--- src/rtl/game_over_ctrl.sv ---
// Match sequencer for the Pong toss game: runs the match timer, latches the result,
// drives the end-screen mux select and pulses the game-logic reset on (re)start.
module game_over_ctrl #(
  parameter int unsigned SCORE_W        = 4,
  parameter int unsigned WIN_SCORE      = 7,
  parameter int unsigned TIMER_W        = 12,
  parameter int unsigned MATCH_FRAMES   = 3600,
  parameter int unsigned HOLD_FRAMES    = 30,
  parameter int unsigned END_MIN_FRAMES = 120
) (
  input  logic               clk_d,
  input  logic               rst_n,
  input  logic               frame_tick,
  input  logic               start_btn,
  input  logic [SCORE_W-1:0] score_p1,
  input  logic [SCORE_W-1:0] score_p2,
  output logic               play_en,
  output logic               end_screen_en,
  output logic               player1_win,
  output logic               player2_win,
  output logic               draw,
  output logic               game_reset,
  output logic [TIMER_W-1:0] frames_left
);

  localparam logic [SCORE_W-1:0] WinScore     = SCORE_W'(WIN_SCORE);
  localparam logic [TIMER_W-1:0] MatchFrames  = TIMER_W'(MATCH_FRAMES);
  localparam logic [TIMER_W-1:0] HoldFrames   = TIMER_W'(HOLD_FRAMES);
  localparam logic [TIMER_W-1:0] EndMinFrames = TIMER_W'(END_MIN_FRAMES);
  localparam logic [TIMER_W-1:0] One          = TIMER_W'(1);

  // StClear is the single game_reset cycle; end conditions are not evaluated there
  // because the score counters still hold the previous match until the pulse lands.
  typedef enum logic [2:0] {StIdle, StClear, StPlay, StHold, StEnd} state_e;

  state_e             state_q, state_d;
  logic               btn_q;
  logic [TIMER_W-1:0] cnt_q, cnt_d;
  logic [TIMER_W-1:0] frames_q, frames_d;
  logic               p1_win_q, p1_win_d;
  logic               p2_win_q, p2_win_d;
  logic               draw_q, draw_d;
  logic               play_en_q, play_en_d;
  logic               end_screen_q, end_screen_d;
  logic               game_reset_q, game_reset_d;

  logic press;
  logic score_end;
  logic time_end;

  assign press     = start_btn & ~btn_q;
  assign score_end = (score_p1 >= WinScore) || (score_p2 >= WinScore);
  assign time_end  = (frames_q == '0);

  always_comb begin
    state_d  = state_q;
    cnt_d    = cnt_q;
    frames_d = frames_q;
    p1_win_d = p1_win_q;
    p2_win_d = p2_win_q;
    draw_d   = draw_q;

    unique case (state_q)
      StIdle: begin
        if (press) begin
          state_d  = StClear;
          frames_d = MatchFrames;
        end
      end
      StClear: begin
        state_d = StPlay;
      end
      StPlay: begin
        if (frame_tick && (frames_q != '0)) begin
          frames_d = frames_q - One;
        end
        // Score and timeout yield the same comparison, so priority is implicit.
        if (score_end || time_end) begin
          state_d  = StHold;
          cnt_d    = '0;
          p1_win_d = (score_p1 > score_p2);
          p2_win_d = (score_p2 > score_p1);
          draw_d   = (score_p1 == score_p2);
        end
      end
      StHold: begin
        if (cnt_q == HoldFrames) begin
          state_d = StEnd;
          cnt_d   = '0;
        end else if (frame_tick) begin
          cnt_d = cnt_q + One;
        end
      end
      StEnd: begin
        if (press && (cnt_q == EndMinFrames)) begin
          state_d  = StClear;
          cnt_d    = '0;
          frames_d = MatchFrames;
          p1_win_d = 1'b0;
          p2_win_d = 1'b0;
          draw_d   = 1'b0;
        end else if (frame_tick && (cnt_q != EndMinFrames)) begin
          cnt_d = cnt_q + One;
        end
      end
      default: begin
        state_d = StIdle;
      end
    endcase
  end

  // Outputs are decoded from the next state so they register alongside it.
  always_comb begin
    play_en_d    = (state_d == StPlay) || (state_d == StClear);
    end_screen_d = (state_d == StEnd);
    game_reset_d = (state_d == StClear);
  end

  always_ff @(posedge clk_d or negedge rst_n) begin
    if (!rst_n) begin
      state_q      <= StIdle;
      btn_q        <= 1'b1;
      cnt_q        <= '0;
      frames_q     <= MatchFrames;
      p1_win_q     <= 1'b0;
      p2_win_q     <= 1'b0;
      draw_q       <= 1'b0;
      play_en_q    <= 1'b0;
      end_screen_q <= 1'b0;
      game_reset_q <= 1'b0;
    end else begin
      state_q      <= state_d;
      btn_q        <= start_btn;
      cnt_q        <= cnt_d;
      frames_q     <= frames_d;
      p1_win_q     <= p1_win_d;
      p2_win_q     <= p2_win_d;
      draw_q       <= draw_d;
      play_en_q    <= play_en_d;
      end_screen_q <= end_screen_d;
      game_reset_q <= game_reset_d;
    end
  end

  assign play_en       = play_en_q;
  assign end_screen_en = end_screen_q;
  assign player1_win   = p1_win_q;
  assign player2_win   = p2_win_q;
  assign draw          = draw_q;
  assign game_reset    = game_reset_q;
  assign frames_left   = frames_q;

endmodule
--- config.mk ---
export PLATFORM = sky130hd
export DESIGN_NAME = game_over_ctrl
export DESIGN_NICKNAME = d
export VERILOG_FILES = /design/src/rtl/game_over_ctrl.sv
export SDC_FILE = /design/constraint.sdc
export NUM_CORES = 1
export LEC_CHECK = 0
export CORE_MARGIN = 2
export CORE_UTILIZATION = 50
export CTS_CLUSTER_SIZE = 14
export DETAILED_ROUTE_END_ITERATION = 8
export PLACE_DENSITY = 0.75
export SLEW_MARGIN = 20
export SYNTH_ARGS = -nofsm -noshare
export SYNTH_HDL_FRONTEND = slang
export SYNTH_SLANG_ARGS = --single-unit
--- constraint.sdc ---
create_clock -name clk_d -period 7.8 [get_ports clk_d]
set_clock_uncertainty 0.05 [all_clocks]
set_input_delay 2.34 -clock clk_d [delete_from_list [all_inputs] [get_ports clk_d]]
set_output_delay 2.34 -clock clk_d [all_outputs]
set_load 0.01 [all_outputs]
---- After elaboration in Yosys (flattened, before gate mapping) ----
Index checks and enable logic that the tools add are counted.
storage, ports and cells
  flip-flop bits (word level) ............. 34
  input bits .............................. 12
  logic and storage cells ................. 72
operators by class
  $add $sub $neg .......................... 2
  magnitude comparators ................... 4
  equality and inequality tests ........... 17
  mux-type cells .......................... 22
  bitwise logic cells ..................... 2
  reduce and logical (&&, ||, !) cells .... 15
operator list
  kind                                                                count
  two-way mux 12 bit                                                  8
  case mux 12 bit (3 select lines)                                    2
  case mux 3 bit (5 select lines)                                     1
  adder 12 x 1 -> 12 bit (second input constant)                      1
  equality test 12 x 5 -> 1 bit (second input constant)               1
  equality test 12 x 7 -> 1 bit (second input constant)               1
  logical NOT 12 bit                                                  1
  two-way mux 3 bit                                                   4
  != test 12 x 7 -> 1 bit (second input constant)                     1
  nonzero test 12 bit                                                 1
  subtractor 12 x 1 -> 12 bit (second input constant)                 1
  equality test 3 x 2 -> 1 bit (second input constant)                3
  greater-or-equal comparator 4 x 3 -> 1 bit (second input constant)  2
  > comparator 4 bit                                                  2
  != test 2 bit (second input constant)                               4
  AND reduction 4 bit                                                 2
  equality test 3 x 1 -> 1 bit (second input constant)                2
  equality test 3 bit (second input constant)                         2
  != test 3 bit (second input constant)                               2
  case mux 1 bit (2 select lines)                                     3
  nonzero test 3 bit                                                  2
  equality test 4 bit                                                 1
  two-way mux 1 bit                                                   4
  logical AND 1 bit                                                   3
  other kinds (6)                                                     8

---- Longest topological paths before layout ----
Gate-level depths: netlist of run 1.
  word-level depth ........................ 7
  depth in mapped cells ................... 11
  depth with buffers taken out ............ 10

---- Worst setup path before layout of run 1 ----
No wires, ideal clock.
  kind .................................... input -> register
  from .................................... input score_p1[1]
  to ...................................... register frames_q[4], in the netlist frames_left[4]
  setup time .............................. 0.088 ns
  data arrival time ....................... 3.964 ns
  data required time ...................... 7.662 ns
  path slack .............................. 3.698 ns
  stages .................................. 7
  buffers on the path ..................... 0
  cells stage by stage .................... and3_1 -> or4_1 -> o21ai_1 -> o211ai_2 -> nand2_2 -> inv_2 -> or3b_1
RTL lines
  item                  line  text
  from (decl)           15    input logic [SCORE_W-1:0] score_p1,
  to (signal assigned)  124   frames_q <= MatchFrames;
  to (signal assigned)  135   frames_q <= frames_d;
  to (decl)             39    logic [TIMER_W-1:0] frames_q, frames_d;

==> flow_summary_export.csv, run 1 <==
group,metric,value,unit
layout,nNetsFinal,274,
sta,setup_viol,0,
floorplan,dieArea,0.00455,sq mm
worst_hold_path,worstHoldEndpoint,"cnt_q[10]",
place,port_buffers,29,
sta,fmax,225,MHz
power,leakagePower,1.05,nW
clocking,root_buffer,"clkbuf_8",
yosys,syn_nets,240,
critical_path,endpoint_kind,"flip-flop",
detailed_routing,drt_iter0_drc,85,
floorplan,core.rowCount,23,
yosys,ys.flop_type,"dfrtp_1",
power,irDropWorstVdd,0.132,mV
yosys,syn_avg_cell_area,9.20,sq um
run_status,outcome,"finished clean",
sta,post-route-min-period,4440,ps
sta,fin_crit_sh,0.569,
sta,drv_slew,0,
yosys,ys_top_cells_by_count,"dfrtp_1 (29), nand2_1 (21), nand3_1 (18)",
layout,multi_input_area,0.00110,sq mm
critical_path,r2r_slack,4990,ps
place,place_worst_setup_slack,3070,ps
detailed_routing,routedWlPerCell,13.8,microns
critical_path,cp_slowest_cell,"or4_1",
critical_path,path_buf_inv,2,
clocking,clk_pin_slew_worst_paths,70,ps
sta,hold_violations,0,
clocking,cts_buffer_depth,2,
layout,seq_area,857,sq um
worst_hold_path,min_path_cells,1,
power,powerDensity,157,mW/mm^2
layout,area_growth,21.8,%
yosys,yosysTopAreaCell,"dfrtp_1",
clocking,postCtsSetupBuffers,0,
worst_hold_path,hp-start,"cnt_q[10]",
yosys,synth-edff-count,0,
layout,diodes,0,
yosys,yosysMostFrequentCell,"dfrtp_1",
grt,antenna_found_initial,0,
critical_path,crit_chain,"clkdlybuf4s50_1 -> and3_1 -> or4_1 -> o21ai_1 -> o211ai_2 -> nand2_2 -> inv_2 -> or3b_1",
yosys,synthArstFlopShare,1.00,
grt,grt_max_degree,35,
detailed_routing,first_pass_iters,4,
critical_path,rr_startpoint,"cnt_q[0]",
worst_hold_path,min_path_type,"flip-flop to flip-flop",
layout,n_fill_cell,342,
floorplan,num_io_pins,30,
detailed_routing,drtAntennaViolNets,0,
yosys,ys_ff_latch,34,
detailed_routing,wl,4.20,mm
critical_path,cp_data_arrival_time,4590,ps
place,gp_congestion,0.841,
floorplan,die_w,67.5,microns
place,dp.cells,296,
critical_path,crit_path_max_fanout,8,
yosys,yosys_warnings,0,
grt,grt_pass1_wl,7.17,mm
clocking,htree_levels,2,
yosys,synth.area.top_cells,"dfrtp_1 (36%), dfstp_2 (6.5%), ha_1 (5.6%)",
clocking,cts-resized-gates,0,
grt,globalRouteOverflowTotal,0,
floorplan,die_h,67.5,microns
grt,grt_pass1_vias,1599,
sta,maxSlewHeadroom,0.556,
sta,worst_slew_pin_slew,666,ps
clocking,cts_tree,"yes",
detailed_routing,dr_total_vias,1746,
layout,layout.cells.non_filler,304,
critical_path,rr_worst_depth,8,
sta,setup_ws,3360,ps
layout,drive_gt1_frac,0.102,
clocking,holdBufCountCts,0,
sta,fin_setup_tns,0,ps
floorplan,core_region_area,0.00394,sq mm
grt,grt_use_total,0.209,
critical_path,critPathRequiredTime,7950,ps
critical_path,r2r-end,"cnt_q[9]",
clocking,clk_latency,280,ps
sta,rsz0062_at_grt,"false",
floorplan,initial_utilization,0.511,
clocking,cts.sinks,34,
critical_path,crit_family,"simple AND/OR/NAND/NOR gates",
yosys,netlist_area,0.00201,sq mm
yosys,synth_cell_types,51,
detailed_routing,drc,0,
critical_path,path_class,"input port to flip-flop",
yosys,ys_seq_area_frac,0.425,
critical_path,start_kind,"input port",
critical_path,slowest_delay,470,ps
yosys,syn-instance-count,219,
clocking,cts_buffers,5,
detailed_routing,via_per_inst,5.74,
yosys,synth_top_area_share,0.360,
layout,final_core_util,0.622,
run,drv_cap,0,
place,dp_hpwl,3.20,mm
==> report_power, final <==
part	internal, mW	leakage [nW]	switching [mW]	total (mW)
combinational	0.0233	0.573	0.0245	0.0477
clock	0.0711	0.0482	0.0599	0.131
sequential	0.189	0.433	0.0180	0.207
==> flip-flops by register name, summed over array words and instances, names as in the netlist <==
register	flops
btn_q	1
cnt_q	12
draw	1
end_screen_en	1
frames_left	12
game_reset	1
play_en	1
player1_win	1
player2_win	1
state_q	3
==> layout make-up <==
| class | instances | share of cell area |
|---|---|---|
| clock buffer | 7 | 0.0352 |
| clock inverter | 1 | 0.00204 |
| inverter | 11 | 0.0168 |
| multi-input combinational | 171 | 0.450 |
| sequential | 34 | 0.349 |
| tap | 50 | 0.0255 |
| timing repair buffer | 30 | 0.121 |
==> metal layers <==
| metal | part of all wire | vias to the layer above | wire length (microns) | track usage |
|---|---|---|---|---|
| met5 | 0 | - | 0 | 0 |
| met4 | 0.019 | 0 | 78 | 0.0842 |
| met2 | 0.49 | 37 | 2050 | 0.327 |
| li1 | - | 879 | - | - |
| met3 | 0.035 | 8 | 149 | 0.0483 |
| met1 | 0.46 | 822 | 1920 | 0.278 |
==> cell usage in the layout (no fill, tap or decap), types with 6 or more instances in the layout <==
cell and count:
nor3_1 8, dfrtp_1 29, clkdlybuf4s50_1 29, o21ai_0 6
nor2_1 16, nand4_1 7, ha_1 9, and3_1 6
o21ai_1 16, clkbuf_8 6, inv_1 10, xor2_1 8
nand2_1 21, nand3_1 18
==> kinds of logic (layout without fill, tap and decap cells) <==
group                      count (synthesis)  count (layout)  share of synthesized area
buffers and inverters                     14              49                     0.0267
DFF                                       34              34                      0.425
AOI/OAI and AO/OA                         48              48                      0.167
adders and majority gates                  9               9                     0.0559
xor gates and xnor gates                   8               8                     0.0348
and+or+nand+nor                          106             106                      0.290
==> metrics by stage <==
| stage | hold slack, ps | area (sq um) | total power, mW |
|---|---|---|---|
| 3_5_place_dp | 442 | 2360 | 0.257 |
| 2_1_floorplan | 414 | 2010 | 0.236 |
| 4_1_cts | 458 | 2450 | 0.390 |
| 6_report | 455 | 2450 | 0.386 |
| 3_3_place_gp | 444 | 2360 | 0.255 |
| 5_1_grt | 496 | 2450 | 0.406 |
==> worst max path at each step <==
stage | from | end | slack [ps] | cells past startpoint
3_3_place_gp | score_p1[1] | frames_left[4] | 3160 | 8
3_5_place_dp | score_p1[0] | frames_left[4] | 3070 | 8
6_report | score_p1[0] | frames_left[4] | 3360 | 8
2_1_floorplan | score_p1[1] | frames_left[4] | 3700 | 7
4_1_cts | score_p1[0] | frames_left[4] | 3360 | 8
5_1_grt | score_p1[1] | frames_left[4] | 3260 | 8
No activity file was read; power rests on OpenSTA's default activity.
==> inputs of run 2 (changes only) <==
Clock period 7.8 ns to 4.38 ns, I/O delays scaled along.
==> run 2 against run 1 <==
Setup slack worse by 2400 ps. Die area stayed put. Worst hold slack better by 1.1 ps. Cell count rose by 0.33%. Clock-buffer cell count is 1 higher. Non-clock buffer count increased by 1. Flip-flop and latch count unchanged. Wire length rose by 1.6%. Global-route usage about the same. Critical endpoint unchanged. Highest routed layer unchanged.
==> flow_summary_export.csv, run 2 (synthesis gave the netlist of run 1 again) <==
group,metric,value,unit
sta,hold_violations,0,
power,finalPower,685,uW
place,place_worst_setup_slack,696,ps
place,place_area,0.00237,sq mm
detailed_routing,routedWlPerCell,14.0,microns
layout,drive_gt1_frac,0.102,
floorplan,core_region_area,0.00394,sq mm
clocking,clk_pin_slew_worst_paths,70,ps
detailed_routing,wl,4.27,mm
critical_path,crit_chain,"clkdlybuf4s50_1 -> and3_1 -> or4_1 -> o21ai_1 -> o211ai_2 -> nand2_2 -> inv_2 -> or3b_1",
place,gp_congestion,0.841,
critical_path,cp_data_arrival_time,3540,ps
critical_path,endpoint_kind,"flip-flop",
critical_path,path_buf_inv,2,
floorplan,dieArea,0.00455,sq mm
layout,diodes,0,
clocking,postCtsSetupBuffers,0,
sta,setup_viol,0,
floorplan,die_h,67.5,microns
layout,area_growth,22.1,%
clocking,cts_tree,"yes",
floorplan,num_io_pins,30,
worst_hold_path,min_path_type,"flip-flop to flip-flop",
layout,n_fill_cell,342,
layout,nNetsFinal,275,
grt,antenna_found_initial,0,
detailed_routing,drt_iter0_drc,100,
critical_path,crit_path_max_fanout,8,
sta,worst_slew_pin_slew,639,ps
detailed_routing,first_pass_iters,4,
clocking,holdBufCountCts,0,
run,drv_cap,0,
place,dp_hpwl,3.15,mm
clocking,clk_latency,290,ps
layout,layout_common_cells,"dfrtp_1 (29), clkdlybuf4s50_1 (29), nand2_1 (21)",
power,irDropWorstVdd,0.236,mV
clocking,cts_buffer_depth,2,
detailed_routing,via_per_inst,5.84,
sta,rsz0062_at_grt,"false",
power,powerDensity,278,mW/mm^2
run_status,outcome,"finished clean",
sta,drv_slew,0,
sta,post-route-min-period,3390,ps
detailed_routing,drtAntennaViolNets,0,
sta,setup_ws,990,ps
layout,multi_input_area,0.00110,sq mm
grt,grt_use_total,0.208,
clocking,htree_levels,2,
critical_path,start_kind,"input port",
floorplan,die_w,67.5,microns
critical_path,path_class,"input port to flip-flop",
grt,grt_max_degree,35,
clocking,cts-resized-gates,0,
layout,finalInstanceArea,0.00246,sq mm
grt,grt_pass1_wl,7.21,mm
critical_path,crit_family,"simple AND/OR/NAND/NOR gates",
sta,fin_setup_tns,0,ps
clocking,cts.sinks,34,
floorplan,initial_utilization,0.511,
grt,globalRouteOverflowTotal,0,
clocking,cts_buffers,5,
place,port_buffers,29,
floorplan,core.rowCount,23,
detailed_routing,drc,0,
layout,seq_area,857,sq um
power,leakagePower,1.06,nW
sta,maxSlewHeadroom,0.574,
detailed_routing,dr_total_vias,1782,
sta,fmax,295,MHz
critical_path,cp_slowest_cell,"or4_1",
layout,layout.cells.non_filler,305,
place,dp.cells,297,
grt,grt_pass1_vias,1633,
critical_path,slowest_delay,480,ps
clocking,root_buffer,"clkbuf_8",
critical_path,critPathRequiredTime,4530,ps
sta,fin_crit_sh,0.774,
## run 2: cell count changes in the layout (fill, tap and decap cells not counted), sizes merged
cell	delta
buf	+1
clkbuf	+1
clkinv	-1
## run 2: layout make-up
cell class              count  area share
inverters                  11      0.0168
repair buffers             31       0.124
flip-flops and latches     34       0.348
clock buffers               8      0.0366
well taps                  50      0.0254
multi-input cells         171       0.449
## run 2: routing by layer
metal,wire length [microns],global-route usage,vias up
met4,68,0.0816,0
met2,2020,0.341,36
met3,126,0.0400,7
met5,0,0,-
met1,2050,0.272,858
li1,-,-,881
## run 2: path summary, 6_finish.rpt
kind	from	slack, ps	endpoint	cells after the start
min in group asynchronous	rst_n	1390	frames_left[2]	2
min reg2reg	cnt_q[10]	460	cnt_q[10]	1
max	score_p1[1]	990	frames_left[4]	8
max in group asynchronous	rst_n	2550	frames_left[11]	2
max reg2reg	cnt_q[0]	1580	cnt_q[9]	8
min	cnt_q[10]	460	cnt_q[10]	1
## run 2: report_power, final
part,internal (mW),switching (mW),total [mW]
combinational,0.0412,0.0433,0.0845
sequential,0.336,0.0325,0.369
clock,0.128,0.103,0.231
## run 2: per-stage QoR
step	util	hold WS [ps]
after floorplan	-	414
after global placement	0.601	449
after detailed placement	0.601	445
after CTS	0.624	454
after global routing	0.624	495
final	0.624	456
==> inputs of run 3 (changes only) <==
Settings changed: CORE_UTILIZATION 50 to 49, PLACE_DENSITY 0.75 to 0.76.
Clock period 4.38 ns to 3 ns, I/O delays scaled along.
==> run 3 against run 2 <==
Wire length increased by 6.7%. Power grew 48%. Setup slack worse by 750 ps. Combinational power up 51%. Non-clock buffer count rose by 10. Flip-flop and latch count unchanged. Die area is 1.9% higher. Largest cell class unchanged.
==> flow_summary_export.csv, run 3 (synthesis gave the netlist of run 1 again) <==
group,metric,value,unit
power,leakagePower,1.11,nW
layout,nNetsFinal,285,
run_status,outcome,"finished clean",
floorplan,num_io_pins,30,
detailed_routing,drc,0,
sta,maxSlewHeadroom,0.652,
clocking,cts_buffer_depth,2,
sta,setup_viol,0,
grt,globalRouteOverflowTotal,0,
sta,drv_slew,0,
critical_path,path_buf_inv,1,
critical_path,crit_chain,"inv_1 -> ha_1 -> or3b_2 -> or4_1 -> nand3b_2 -> nand3_1 -> o21ai_1 -> o41ai_1",
grt,grt_use_total,0.224,
grt,grt_use_met3,0.0543,
clocking,postCtsSetupBuffers,0,
place,dp_hpwl,3.47,mm
place,port_buffers,29,
power,internal_power,739,uW
power,swShare,0.269,
sta,fmax,362,MHz
clocking,cts_buffers,5,
layout,final_core_util,0.639,
detailed_routing,wl,4.56,mm
power,finalPower,1.01,mW
power,comb_power_share,0.127,
clocking,cts-resized-gates,0,
power,clkPwrFrac,0.340,
power,switchingPower,272,uW
floorplan,die_w,68.1,microns
grt,busiest_layer,"met2",
critical_path,crit_path_max_fanout,8,
sta,rsz0062_at_grt,"false",
critical_path,cp_slowest_cell,"or4_1",
place,gp_congestion,0.872,
clocking,cts.sinks,34,
clocking,htree_levels,2,
layout,drive_gt1_frac,0.140,
critical_path,crit_family,"simple AND/OR/NAND/NOR gates",
floorplan,core.rowCount,23,
critical_path,slowest_delay,600,ps
detailed_routing,routedWlPerCell,14.5,microns
detailed_routing,via_per_inst,5.66,
power,irDropWorstVdd,0.231,mV
grt,grt_max_degree,35,
place,dp.cells,307,
clocking,root_buffer,"clkbuf_8",
worst_hold_path,min_path_type,"flip-flop to flip-flop",
grt,antenna_found_initial,0,
grt,gr-usage-met2,0.374,
floorplan,core_region_area,0.00397,sq mm
sta,worst_slew_pin_slew,522,ps
clocking,clk_latency,280,ps
layout,layout.cells.non_filler,315,
layout,area_growth,25.9,%
critical_path,critPathRequiredTime,3110,ps
sta,hold_violations,0,
clocking,clk_pin_slew_worst_paths,70,ps
grt,grt_pass1_wl,7.61,mm
detailed_routing,drt_iter0_drc,128,
sta,fin_setup_tns,0,ps
floorplan,die_h,68.1,microns
power,powerDensity,399,mW/mm^2
layout,diodes,0,
clocking,holdBufCountCts,0,
floorplan,initial_utilization,0.507,
critical_path,path_class,"flip-flop to flip-flop",
critical_path,endpoint_kind,"flip-flop",
clocking,cts_tree,"yes",
detailed_routing,drtAntennaViolNets,0,
detailed_routing,dr_total_vias,1783,
run,drv_cap,0,
critical_path,cp_data_arrival_time,2870,ps
floorplan,dieArea,0.00464,sq mm
sta,fin_crit_sh,0.920,
detailed_routing,first_pass_iters,4,
grt,met1_usage,0.278,
layout,layout_common_cells,"dfrtp_1 (29), clkdlybuf4s50_1 (29), nand2_1 (21)",
critical_path,start_kind,"flip-flop",
grt,grt_pass1_vias,1688,
sta,post-route-min-period,2760,ps
power,pwr-share-seq,0.533,
run 3: changes by cell type in the layout (fill, tap and decap cells not counted):
cell      delta
clkbuf_1     -1
clkinv_2     +1
buf_4       +10
run 3: layout make-up:
cell class,count,area (sq um)
fill,347,1440
multi-input combinational,171,1100
sequential,34,857
timing repair buffer,41,380
clock buffer,7,86.3
tap,50,62.6
inverter,11,41.3
clock inverter,1,5.00
run 3: path summary, 6_finish.rpt:
check,from,end,slack [ps],cells past startpoint
max,cnt_q[0],cnt_q[5],240,8
min,cnt_q[10],cnt_q[10],450,1
max reg2reg,cnt_q[0],cnt_q[5],240,8
min reg2reg,cnt_q[10],cnt_q[10],450,1
max in group asynchronous,rst_n,frames_left[10],1600,2
min in group asynchronous,rst_n,frames_left[5],970,2
run 3: per-layer routing:
layer  up-vias  share of wire
met1       847           0.46
met5         -              0
met2        30           0.50
met4         0          0.011
li1        902              -
met3         4          0.036
run 3: stage by stage:
stage / area [sq um] / hold WS [ps] / worst slack (ps)
2_1_floorplan: 2010 / 414 / 338
3_3_place_gp: 2440 / 443 / 65.9
3_5_place_dp: 2440 / 444 / -26.1
4_1_cts: 2540 / 457 / 228
5_1_grt: 2540 / 486 / 42.6
6_report: 2540 / 450 / 241
run 3: power groups by stage:
stage	Sequential (mW)	Clock, mW	Combinational (mW)
after floorplan	0.532	0	0.0807
after global placement	0.544	0	0.122
after detailed placement	0.544	0	0.131
after CTS	0.537	0.356	0.130
after global routing	0.543	0.376	0.147
final	0.539	0.344	0.128
